[src/rtl/mem_arb.sv]
// Two-port memory arbiter: IFU and LSU share one memory port, one transaction in flight.
// Define MEM_ARB_RR_EN for round-robin arbitration; the default build uses fixed LSU priority.
module mem_arb #(
    parameter int unsigned AW      = 32,
    parameter int unsigned DW      = 32,
    parameter int unsigned TIMEOUT = 255
) (
    input  logic            i_clk,
    input  logic            i_rst,

    input  logic            i_ifu_req,
    input  logic [AW-1:0]   i_ifu_addr,
    output logic            o_ifu_gnt,
    output logic            o_ifu_rvalid,
    output logic [DW-1:0]   o_ifu_rdata,

    input  logic            i_lsu_req,
    input  logic            i_lsu_we,
    input  logic [AW-1:0]   i_lsu_addr,
    input  logic [DW-1:0]   i_lsu_wdata,
    input  logic [DW/8-1:0] i_lsu_wmask,
    output logic            o_lsu_gnt,
    output logic            o_lsu_rvalid,
    output logic [DW-1:0]   o_lsu_rdata,

    output logic            o_mem_req,
    output logic            o_mem_we,
    output logic [AW-1:0]   o_mem_addr,
    output logic [DW-1:0]   o_mem_wdata,
    output logic [DW/8-1:0] o_mem_wmask,
    input  logic            i_mem_gnt,
    input  logic            i_mem_rvalid,
    input  logic [DW-1:0]   i_mem_rdata,

    output logic            o_err
);

    localparam int unsigned CW = (TIMEOUT < 1) ? 1 : $clog2(TIMEOUT + 1);

    typedef enum logic [1:0] {StIdle, StReq, StWait, StResp} state_e;

    state_e            state_q;
    logic              owner_q;
    logic [CW-1:0]     cnt_q;
    logic              we_q;
    logic [AW-1:0]     addr_q;
    logic [DW-1:0]     wdata_q;
    logic [DW/8-1:0]   wmask_q;
    logic [DW-1:0]     ifu_rdata_q;
    logic [DW-1:0]     lsu_rdata_q;

    logic              any_req;
    logic              pick_lsu;
    logic              arb_en;
    logic              busy;
    logic              timeout;
    logic              resp_load;
    logic [DW-1:0]     resp_data;

    assign any_req = i_ifu_req | i_lsu_req;

`ifdef MEM_ARB_RR_EN
    logic last_lsu_q;

    always_ff @(posedge i_clk or negedge i_rst) begin
        if (!i_rst) begin
            last_lsu_q <= 1'b0;
        end else if (state_q == StIdle && any_req) begin
            last_lsu_q <= pick_lsu;
        end
    end

    // On contention the requester that was not served last wins.
    assign pick_lsu = i_lsu_req & (~i_ifu_req | ~last_lsu_q);
`else
    assign pick_lsu = i_lsu_req;
`endif

    // Reset gates the grant so no gnt escapes while i_rst is low.
    assign arb_en    = (state_q == StIdle) & i_rst;
    assign busy      = (state_q == StReq) | (state_q == StWait);
    assign timeout   = busy & (cnt_q == CW'(TIMEOUT));
    assign resp_load = timeout | ((state_q == StWait) & i_mem_rvalid);
    assign resp_data = timeout ? '0 : i_mem_rdata;

    always_ff @(posedge i_clk or negedge i_rst) begin
        if (!i_rst) begin
            state_q     <= StIdle;
            owner_q     <= 1'b0;
            cnt_q       <= '0;
            we_q        <= 1'b0;
            addr_q      <= '0;
            wdata_q     <= '0;
            wmask_q     <= '0;
            ifu_rdata_q <= '0;
            lsu_rdata_q <= '0;
        end else begin
            unique case (state_q)
                StIdle: begin
                    if (any_req) begin
                        owner_q <= pick_lsu;
                        we_q    <= pick_lsu & i_lsu_we;
                        addr_q  <= pick_lsu ? i_lsu_addr : i_ifu_addr;
                        wdata_q <= pick_lsu ? i_lsu_wdata : '0;
                        wmask_q <= pick_lsu ? i_lsu_wmask : '0;
                        cnt_q   <= '0;
                        state_q <= StReq;
                    end
                end
                StReq: begin
                    cnt_q <= cnt_q + CW'(1);
                    if (timeout) begin
                        state_q <= StResp;
                    end else if (i_mem_gnt) begin
                        state_q <= StWait;
                    end
                end
                StWait: begin
                    cnt_q <= cnt_q + CW'(1);
                    if (timeout || i_mem_rvalid) begin
                        state_q <= StResp;
                    end
                end
                StResp: begin
                    state_q <= StIdle;
                end
                default: begin
                    state_q <= StIdle;
                end
            endcase

            if (resp_load) begin
                if (owner_q) begin
                    lsu_rdata_q <= resp_data;
                end else begin
                    ifu_rdata_q <= resp_data;
                end
            end
        end
    end

    assign o_ifu_gnt    = arb_en & i_ifu_req & ~pick_lsu;
    assign o_lsu_gnt    = arb_en & pick_lsu;
    assign o_ifu_rvalid = (state_q == StResp) & ~owner_q;
    assign o_lsu_rvalid = (state_q == StResp) & owner_q;
    assign o_ifu_rdata  = ifu_rdata_q;
    assign o_lsu_rdata  = lsu_rdata_q;

    assign o_mem_req    = (state_q == StReq);
    assign o_mem_we     = o_mem_req & we_q;
    assign o_mem_addr   = o_mem_req ? addr_q  : '0;
    assign o_mem_wdata  = o_mem_req ? wdata_q : '0;
    assign o_mem_wmask  = o_mem_req ? wmask_q : '0;

    assign o_err        = timeout;

endmodule

[config.mk]
export PLATFORM = sky130hd
export DESIGN_NAME = mem_arb
export DESIGN_NICKNAME = d
export VERILOG_FILES = /design/src/rtl/mem_arb.sv
export SDC_FILE = /design/constraint.sdc
export NUM_CORES = 1
export LEC_CHECK = 0
export ABC_CLOCK_PERIOD_IN_PS = 2700
export CAP_MARGIN = 20
export CORE_ASPECT_RATIO = 0.5
export CORE_MARGIN = 5
export CORE_UTILIZATION = 43
export CTS_BUF_LIST = sky130_fd_sc_hd__clkbuf_4 sky130_fd_sc_hd__clkbuf_8 sky130_fd_sc_hd__clkbuf_16
export DETAILED_ROUTE_END_ITERATION = 10
export PLACE_DENSITY_LB_ADDON = 0.15
export SLEW_MARGIN = 5
export SYNTH_ARGS = -nofsm -noshare
export SYNTH_HDL_FRONTEND = slang
export SYNTH_SLANG_ARGS = --single-unit
[constraint.sdc]
create_clock -name i_clk -period 2.7 [get_ports i_clk]
set_input_delay 0.54 -clock i_clk [delete_from_list [all_inputs] [get_ports i_clk]]
set_output_delay 0.54 -clock i_clk [all_outputs]
set_load 0.02 [all_outputs]
==> results of run 1 <==
[flip-flops by register name (all words and copies together), names as in the netlist]
| signal | flops |
|---|---|
| addr_q | 32 |
| o_ifu_rdata | 32 |
| o_lsu_rdata | 32 |
| wdata_q | 32 |
| cnt_q | 8 |
| wmask_q | 4 |
| state_q | 2 |
| owner_q | 1 |
| we_q | 1 |
[routing by layer]
metal	vias to the layer above	GRT usage (%)
li1	2735	-
met1	2647	23.2
met2	164	35.4
met3	24	6.62
met4	0	5.68
met5	-	0
[cell families after synthesis]
family | count (synthesis)
simple gates | 280
flops | 144
buf+inv | 111
mux | 98
compound gates | 46
fa+ha+maj | 5
xor+xnor | 4
[worst reg2reg max path, stage by stage, from the launching register on]
cell	delay, ns
dfrtp_1	0.39
inv_1	0.09
ha_2	0.41
nand4_1	0.14
or2_1	0.25
buf_4	0.26
a21oi_4	0.30
buf_4	0.28
mux2i_1	0.23
[where the power goes]
group	internal (mW)	leakage (nW)	total [mW]	switching [mW]
clock network	1.53	0.302	2.45	0.918
logic	2.25	3.29	5.07	2.82
registers	3.22	1.76	3.79	0.570
[timing repair]
item / CTS / global route
cloned: 0 / 0
endpoints found under the setup margin: 70 / 2
gates resized for setup: 70 / 3
hold buffers: 0 / 0
[worst max path at each step]
| stage | start | end | slack, ns | cells past startpoint |
|---|---|---|---|---|
| after floorplan | state_q[0] | o_err | 0.67 | 7 |
| after global placement | state_q[0] | o_err | 0.23 | 6 |
| after detailed placement | state_q[0] | o_err | 0.21 | 6 |
| after CTS | state_q[0] | o_err | 0.04 | 6 |
| after global routing | state_q[1] | o_ifu_gnt | 0.02 | 5 |
| final | state_q[1] | o_ifu_gnt | 0.15 | 5 |
[cell usage in the layout (no fill, tap or decap), types with 2 or more instances in the layout]
master and instances:
clkdlybuf4s50_1 204, nand2_1 147, dfrtp_1 144, mux2i_1 96, and2_1 70, inv_1 69, dlygate4sd2_1 69, nand3_1 39
o21ai_0 34, clkbuf_16 17, buf_4 8, nor2_1 7, buf_12 5, xnor2_1 4, nor2b_1 3, a21oi_1 3
ha_1 3, inv_6 3, bufinv_16 3, nor3_1 2, nor4_1 2, mux2_2 2, a22o_1 2, ha_2 2
clkbuf_8 2, clkbuf_4 2, clkinv_4 2, clkinvlp_4 2
[area by class of cell]
type	count	area share, %
Inverter	69	2.52
Timing Repair Buffer	289	27.6
Sequential cell	144	35.1
Multi-Input combinational cell	433	26.2
Clock buffer	21	4.56
Clock inverter	11	1.50
Tap cell	204	2.49
==> impl_metrics.yaml, run 1 <==
sta:
  clock_skew_ns: 0.0105
  tightest_slew_ns: 0.776
  slew_headroom_pct: 48.2
  fin_crit_sh_pct: 94.4
  setup-tns-final_ns: 0
  layout_setup_ws_ns: 0.151
  rsz0062_at_grt: "no"
  hold-worst-slack_ns: 0.280
  final_hold_viol_count: 0
  max_freq_ghz: 0.392
  fin_crit_ns: 2.55
  maxSlewViolCount: 0
  finalSetupViolCount: 0
placement:
  hpwl_um: 13200
  port_buffers: 277
  post-place-ws_ns: 0.214
  dp_cells: 1139
  dpl-instance-area_mm2: 0.00973
  gp_congestion: 0.761
synth:
  synth_common_cells: "148 x nand2_1, 144 x dfrtp_1, 96 x mux2i_1"
  syn_avg_cell_area_um2: 9.83
  synth.largest_area_cell: "dfrtp_1"
  synth.area.top_cells: "dfrtp_1 53%, mux2i_1 14%, nand2_1 8.2%"
  synth_top_family_by_area: "simple AND/OR/NAND/NOR gates"
  synth-xor-area-share_pct: 0.518
  synth_edf_count: 0
  yosys.cell_types.count: 35
  synth-seq-area-share_pct: 53.3
  ys_warn_count: 0
  synth_async_sr_flop_share_pct: 100
  synth_fa_ha_area_share_pct: 0.925
  synth.area.mux_share_pct: 14.5
  yosysMostFrequentCell: "nand2_1"
  synth_compound_area_share_pct: 3.87
  synth_cells: 688
  synth_flop_cell: "dfrtp_1"
  synth_area_mm2: 0.00676
  ys_seq_elements: 144
  synthSimpleGateAreaFrac_pct: 19.7
  yosysTopAreaCellShare_pct: 53.3
  synthesis.nets: 832
worst_setup_path:
  crit_path_max_fanout: 4
  critPathBufInv: 3
  cp.required_ns: 2.16
  critPathKind: "register to primary output"
  rr_endpoint: "o_ifu_rdata[30]"
  setup.worst_path.end_class: "primary output"
  r2r_start: "state_q[1]"
  cp_top_family: "buffers and inverters"
  critPathSlowestCell: "clkdlybuf4s50_1"
  cp-start-kind: "register"
  arrival_ns: 2.01
  rrSetupSlack_ns: 0.27
  crit_top_cell: "inv_1"
  rr_worst_depth: 8
  slowest_delay_ns: 0.62
  crit_chain: "inv_1, ha_2, inv_1, nor3_1, clkdlybuf4s50_1"
clock_network:
  clk_pin_slew_worst_paths_ns: 0.06
  cts_tree: "done"
  cts_made_buffers: 17
  clock_sinks: 144
  cts_max_level: 4
  clk_path_buf_depth: 2
  clock_latency_ns: 0.41
  cts_setup_buffers: 0
  cts_root_buf: "clkbuf_16"
die:
  dieArea_mm2: 0.0185
  io_pins: 278
  initial_core_util_pct: 43.9
  die_y_um: 98.7
  fp.dieW_um: 187
  rows: 32
  core_area_mm2: 0.0154
finish:
  multi_input_area_mm2: 0.00269
  fillCellCount: 1262
  syn2layout_area_growth_pct: 51.9
  final_cells: 1171
  seqCellArea_mm2: 0.00360
  utilization_pct: 66.6
  n_antenna_cell: 0
  fin_area_mm2: 0.0103
  layout-drive-gt1-share_pct: 5.79
  fin_nets: 1098
drt:
  drtIter0Drc: 270
  wl_met1_um: 7620
  wl_met2_um: 9140
  dr.pass1.iters: 4
  wl_met3_um: 1220
  antenna_left: 0
  drcViolationCount: 0
  highest_layer: "met4"
  viasPerCell: 4.76
  num_vias: 5570
  wl_per_cell_um: 15.7
  routed_wl_um: 18300
run:
  drv_cap: 0
power_and_ir_drop:
  total_power_mw: 11.3
  peakVddDrop_v: 0.000527
  leakage_nw: 5.36
  power_density_mw_per_mm2: 1100
grt:
  grt-ovfl-total: 0
  grt_pass1_wl_um: 29900
  antenna_found_initial: 0
  grt_util_all_layers_pct: 19.9
  grt_max_degree: 145
  grt_pass1_vias: 5819
worst_hold_path:
  hold_path.class: "primary input to async pin"
status:
  outcome: "finished clean"
No activity file was read; power rests on OpenSTA's default activity.
==> inputs of run 2 (changes only) <==
--- a/config.mk
+++ b/config.mk
@@ -8,12 +8,11 @@
 export ABC_CLOCK_PERIOD_IN_PS = 2700
 export CAP_MARGIN = 20
 export CORE_ASPECT_RATIO = 0.5
-export CORE_MARGIN = 5
+export CORE_MARGIN = 8
 export CORE_UTILIZATION = 43
 export CTS_BUF_LIST = sky130_fd_sc_hd__clkbuf_4 sky130_fd_sc_hd__clkbuf_8 sky130_fd_sc_hd__clkbuf_16
 export DETAILED_ROUTE_END_ITERATION = 10
 export PLACE_DENSITY_LB_ADDON = 0.15
-export SLEW_MARGIN = 5
 export SYNTH_ARGS = -nofsm -noshare
 export SYNTH_HDL_FRONTEND = slang
 export SYNTH_SLANG_ARGS = --single-unit
==> impl_metrics.yaml, run 2 (same netlist as run 1, synthesis figures left out) <==
status:
  outcome: "finished clean"
drt:
  wl_per_cell_um: 16.8
  dr.pass1.iters: 4
  routed_wl_um: 19700
  viasPerCell: 4.72
  drtIter0Drc: 265
  drcViolationCount: 0
  num_vias: 5533
  antenna_left: 0
die:
  core_area_mm2: 0.0154
  initial_core_util_pct: 44.0
  io_pins: 278
  die_y_um: 105
  rows: 32
  dieArea_mm2: 0.0202
  fp.dieW_um: 193
finish:
  utilization_pct: 68.1
  n_antenna_cell: 0
  fillCellCount: 1221
  mostFrequentLayoutCells: "204 x clkdlybuf4s50_1, 147 x nand2_1, 144 x dfrtp_1"
  layout_commonest_cell: "clkdlybuf4s50_1"
  fin_nets: 1100
  syn2layout_area_growth_pct: 54.9
  layout-drive-gt1-share_pct: 5.88
sta:
  final_hold_viol_count: 0
  tightest_slew_ns: 0.808
  rsz0062_at_grt: "no"
  hold-worst-slack_ns: 0.231
  fin_crit_sh_pct: 93.7
  maxSlewViolCount: 0
  setup-tns-final_ns: 0
  fin_crit_ns: 2.53
  slew_headroom_pct: 46.1
  clock_skew_ns: 0.0158
  finalSetupViolCount: 0
  layout_setup_ws_ns: 0.169
  max_freq_ghz: 0.395
clock_network:
  clock_latency_ns: 0.41
  cts_max_level: 4
  clk_pin_slew_worst_paths_ns: 0.06
  cts_root_buf: "clkbuf_16"
  cts_tree: "done"
  cts_made_buffers: 17
  clock_sinks: 144
  clk_path_buf_depth: 2
  cts_setup_buffers: 0
power_and_ir_drop:
  leakage_nw: 6.08
  combPwrFrac_pct: 45.9
  p_int_mw: 7.02
  power_density_mw_per_mm2: 1090
  p_sw_share_pct: 38.4
  p_clk_share_pct: 20.6
  seqPwrFrac_pct: 33.6
  p_switching_mw: 4.38
  peakVddDrop_v: 0.000654
grt:
  grt_pass1_vias: 5946
  grt_max_degree: 145
  gr-max-usage-layer: "met2"
  antenna_found_initial: 0
  grt_util_all_layers_pct: 19.2
  use_met2_pct: 32.9
  grt_pass1_wl_um: 31900
  use_met1_pct: 22.7
  met3_usage_pct: 7.55
  grt-ovfl-total: 0
placement:
  gp_congestion: 0.771
  port_buffers: 277
  hpwl_um: 14300
  post-place-ws_ns: 0.256
worst_setup_path:
  cp-start-kind: "register"
  critPathKind: "register to primary output"
  arrival_ns: 1.99
  crit_path_max_fanout: 5
  cp.required_ns: 2.16
  r2r_start: "state_q[0]"
  crit_path_start: "state_q[0]"
  rr_worst_depth: 8
  setup.worst_path.end_class: "primary output"
run:
  drv_cap: 0
worst_hold_path:
  hold_path.class: "primary input to async pin"
-- run 2: cell count changes in the layout (fill, tap and decap cells not counted) --
cell,previous run,this run
dlygate4sd2_1,69,15
buf_6,1,2
buf_4,8,9
inv_6,3,4
clkbuf_2,1,0
clkbuf_8,2,0
bufinv_16,3,2
clkinvlp_4,2,1
dlymetal6s2s_1,1,56
clkinv_4,2,4
inv_8,0,1
-- run 2: through the flow --
step                power [mW]  instance area, um2  instances
floorplan                 6.65                6760        688
global placement          9.09                9750       1141
detailed placement        9.25                9750       1141
CTS                       11.6               10300       1173
global route              12.2               10500       1173
finish                    11.4               10500       1173
-- run 2: worst paths after layout --
path,to,slack [ns]
max,o_err,0.17
max in group asynchronous,o_ifu_rdata[10],1.83
max reg2reg,o_ifu_rdata[17],0.45
min in group i_clk,wdata_q[11],0.46
min reg2reg,wdata_q[11],0.46
min,addr_q[12],0.23
-- run 2: power groups by stage --
stage          clock network (mW)  logic (mW)  registers (mW)
3_3_place_gp                    0        5.27            3.82
2_1_floorplan                   0        2.34            4.31
6_report                     2.35        5.23            3.83
3_5_place_dp                    0        5.38            3.86
5_1_grt                      2.50        5.71            3.96
4_1_cts                      2.40        5.36            3.83
-- run 2: layer usage --
metal | vias to the layer above | routed length, um
met1 | 2618 | 8400
li1 | 2745 | -
met4 | 0 | 227
met5 | - | 0
met2 | 158 | 9720
met3 | 12 | 1400
-- run 2: area by class of cell --
type | instances | area (um2) | share of cell area, %
clock inverter | 13 | 154 | 1.47
clock buffer | 19 | 440 | 4.21
timing repair buffer | 291 | 3060 | 29.3
inverter | 69 | 259 | 2.47
multi-input combinational | 433 | 2690 | 25.7
tap | 204 | 255 | 2.44
sequential | 144 | 3600 | 34.4
-- run 2: worst max-delay path, cell delays in order, from the launching register on --
cell,delay (ns)
dfrtp_1,0.41
inv_1,0.08
ha_2,0.32
nand4_1,0.12
or2_1,0.25
inv_1,0.08
dlygate4sd2_1,0.33
-- run 2: repair_timing --
| action | in CTS | in global routing |
|---|---|---|
| hold buffers | 0 | 0 |
| gates resized for setup | 16 | 56 |
| gates cloned | 0 | 0 |
| setup endpoints to repair | 32 | 56 |
| pin swaps | 0 | 0 |
==> inputs of run 3 (changes only) <==
--- a/config.mk
+++ b/config.mk
@@ -7,12 +7,12 @@
 export LEC_CHECK = 0
 export ABC_CLOCK_PERIOD_IN_PS = 2700
 export CAP_MARGIN = 20
-export CORE_ASPECT_RATIO = 0.5
 export CORE_MARGIN = 8
 export CORE_UTILIZATION = 43
 export CTS_BUF_LIST = sky130_fd_sc_hd__clkbuf_4 sky130_fd_sc_hd__clkbuf_8 sky130_fd_sc_hd__clkbuf_16
 export DETAILED_ROUTE_END_ITERATION = 10
 export PLACE_DENSITY_LB_ADDON = 0.15
+export SLEW_MARGIN = 20
 export SYNTH_ARGS = -nofsm -noshare
 export SYNTH_HDL_FRONTEND = slang
 export SYNTH_SLANG_ARGS = --single-unit
==> impl_metrics.yaml, run 3 (same netlist as run 1, synthesis figures left out) <==
status:
  outcome: "finished clean"
clock_network:
  cts_hold_buffers: 0
  cts_made_buffers: 17
  cts_tree: "done"
  cts_max_level: 4
  cts_root_buf: "clkbuf_16"
  clock_latency_ns: 0.41
  clk_pin_slew_worst_paths_ns: 0.06
  clock_sinks: 144
  cts_setup_buffers: 0
  clk_path_buf_depth: 2
worst_setup_path:
  critPathKind: "register to primary output"
  crit_path_max_fanout: 7
  critPathBufInv: 2
  cp.required_ns: 2.16
  crit_chain: "inv_1, ha_2, and3_1, clkdlybuf4s50_1"
  critPathSlowestCell: "clkdlybuf4s50_1"
  slowest_delay_ns: 0.65
  cp-start-kind: "register"
  arrival_ns: 2.03
  cp_top_family: "buffers and inverters"
  setup.worst_path.end_class: "primary output"
die:
  die_y_um: 141
  rows: 46
  fp.dieW_um: 141
  io_pins: 278
  core_area_mm2: 0.0156
  dieArea_mm2: 0.0200
  initial_core_util_pct: 43.3
grt:
  grt-ovfl-total: 0
  antenna_found_initial: 0
  grt_util_all_layers_pct: 19.6
  grt_pass1_vias: 5664
  grt_max_degree: 63
  grt_pass1_wl_um: 30800
power_and_ir_drop:
  leakage_nw: 5.46
  peakVddDrop_v: 0.000454
  total_power_mw: 11.2
  power_density_mw_per_mm2: 1090
drt:
  routed_wl_um: 19400
  drcViolationCount: 0
  antenna_left: 0
  viasPerCell: 4.63
  wl_per_cell_um: 16.3
  num_vias: 5496
  dr.pass1.iters: 4
  drtIter0Drc: 270
finish:
  n_antenna_cell: 0
  fin_nets: 1104
  syn2layout_area_growth_pct: 52.3
  multi_input_area_mm2: 0.00269
  fin_area_mm2: 0.0103
  mostFrequentLayoutCells: "204 x clkdlybuf4s50_1, 147 x nand2_1, 144 x dfrtp_1"
  seqCellArea_mm2: 0.00360
  layout-drive-gt1-share_pct: 6.18
  utilization_pct: 66.0
  layout_commonest_cell: "clkdlybuf4s50_1"
  fillCellCount: 1299
sta:
  tightest_slew_ns: 0.796
  fin_crit_ns: 2.57
  clock_skew_ns: 0.00608
  setup-tns-final_ns: 0
  final_hold_viol_count: 0
  fin_crit_sh_pct: 95.0
  maxSlewViolCount: 0
  max_freq_ghz: 0.390
  rsz0062_at_grt: "no"
  slew_headroom_pct: 46.9
  finalSetupViolCount: 0
placement:
  gp_congestion: 0.758
  port_buffers: 277
  hpwl_um: 14100
  dpl-instance-area_mm2: 0.00978
run:
  drv_cap: 0
worst_hold_path:
  hold_path.class: "primary input to async pin"
## run 3: changes by cell type in the layout (fill, tap and decap cells not counted), sizes merged
cell / before / now
buf: 16 / 20
bufinv: 2 / 1
clkbuf: 19 / 26
clkinv: 5 / 3
dlygate4sd2: 15 / 62
dlymetal6s2s: 56 / 8
inv: 74 / 69
## run 3: metrics by stage
step                      worst slack, ns  std cells  hold WS [ns]
after floorplan                     0.675        688         0.244
after global placement              0.221       1157         0.441
after detailed placement            0.184       1157         0.448
after CTS                        0.000204       1187         0.152
after global routing               0.0208       1187         0.171
final                               0.134       1187         0.153
## run 3: per-layer routing
| metal | up-vias | GRT usage (%) | part of all wire (%) |
|---|---|---|---|
| met5 | - | 0 | 0 |
| met2 | 200 | 30.6 | 46 |
| li1 | 2743 | - | - |
| met1 | 2528 | 24.5 | 44 |
| met4 | 0 | 7.12 | 1.7 |
| met3 | 25 | 7.19 | 8.3 |
## run 3: what timing repair did
| item | 4_1_cts | 5_1_grt |
|---|---|---|
| setup endpoints to repair | 55 | 9 |
| endpoints found under the hold margin | 0 | 0 |
| resized for setup | 64 | 10 |
## run 3: area by class of cell
type / count / share of cell area, %
Sequential cell: 144 / 35.0
Timing Repair Buffer: 295 / 28.1
Multi-Input combinational cell: 433 / 26.1
Clock buffer: 25 / 5.08
Tap cell: 216 / 2.62
Inverter: 69 / 2.51
Clock inverter: 5 / 0.510
## run 3: where the power goes
group	internal, mW	switching (mW)	total, mW
clock	1.42	0.851	2.27
sequential	3.23	0.551	3.78
combinational	2.30	2.84	5.15
## run 3: path summary, 6_finish.rpt
check / from / end / slack (ns) / cells after the start
worst min-delay path: i_rst / o_lsu_rdata[19] / 0.15 / 2
worst min register to register: wdata_q[29] / wdata_q[29] / 0.46 / 2
worst max register to register: state_q[1] / o_ifu_rdata[30] / 0.39 / 8
min in group i_clk: wdata_q[29] / wdata_q[29] / 0.46 / 2
worst max-delay path: state_q[1] / o_lsu_gnt / 0.13 / 4
max in group asynchronous: i_rst / o_ifu_rdata[25] / 1.43 / 3
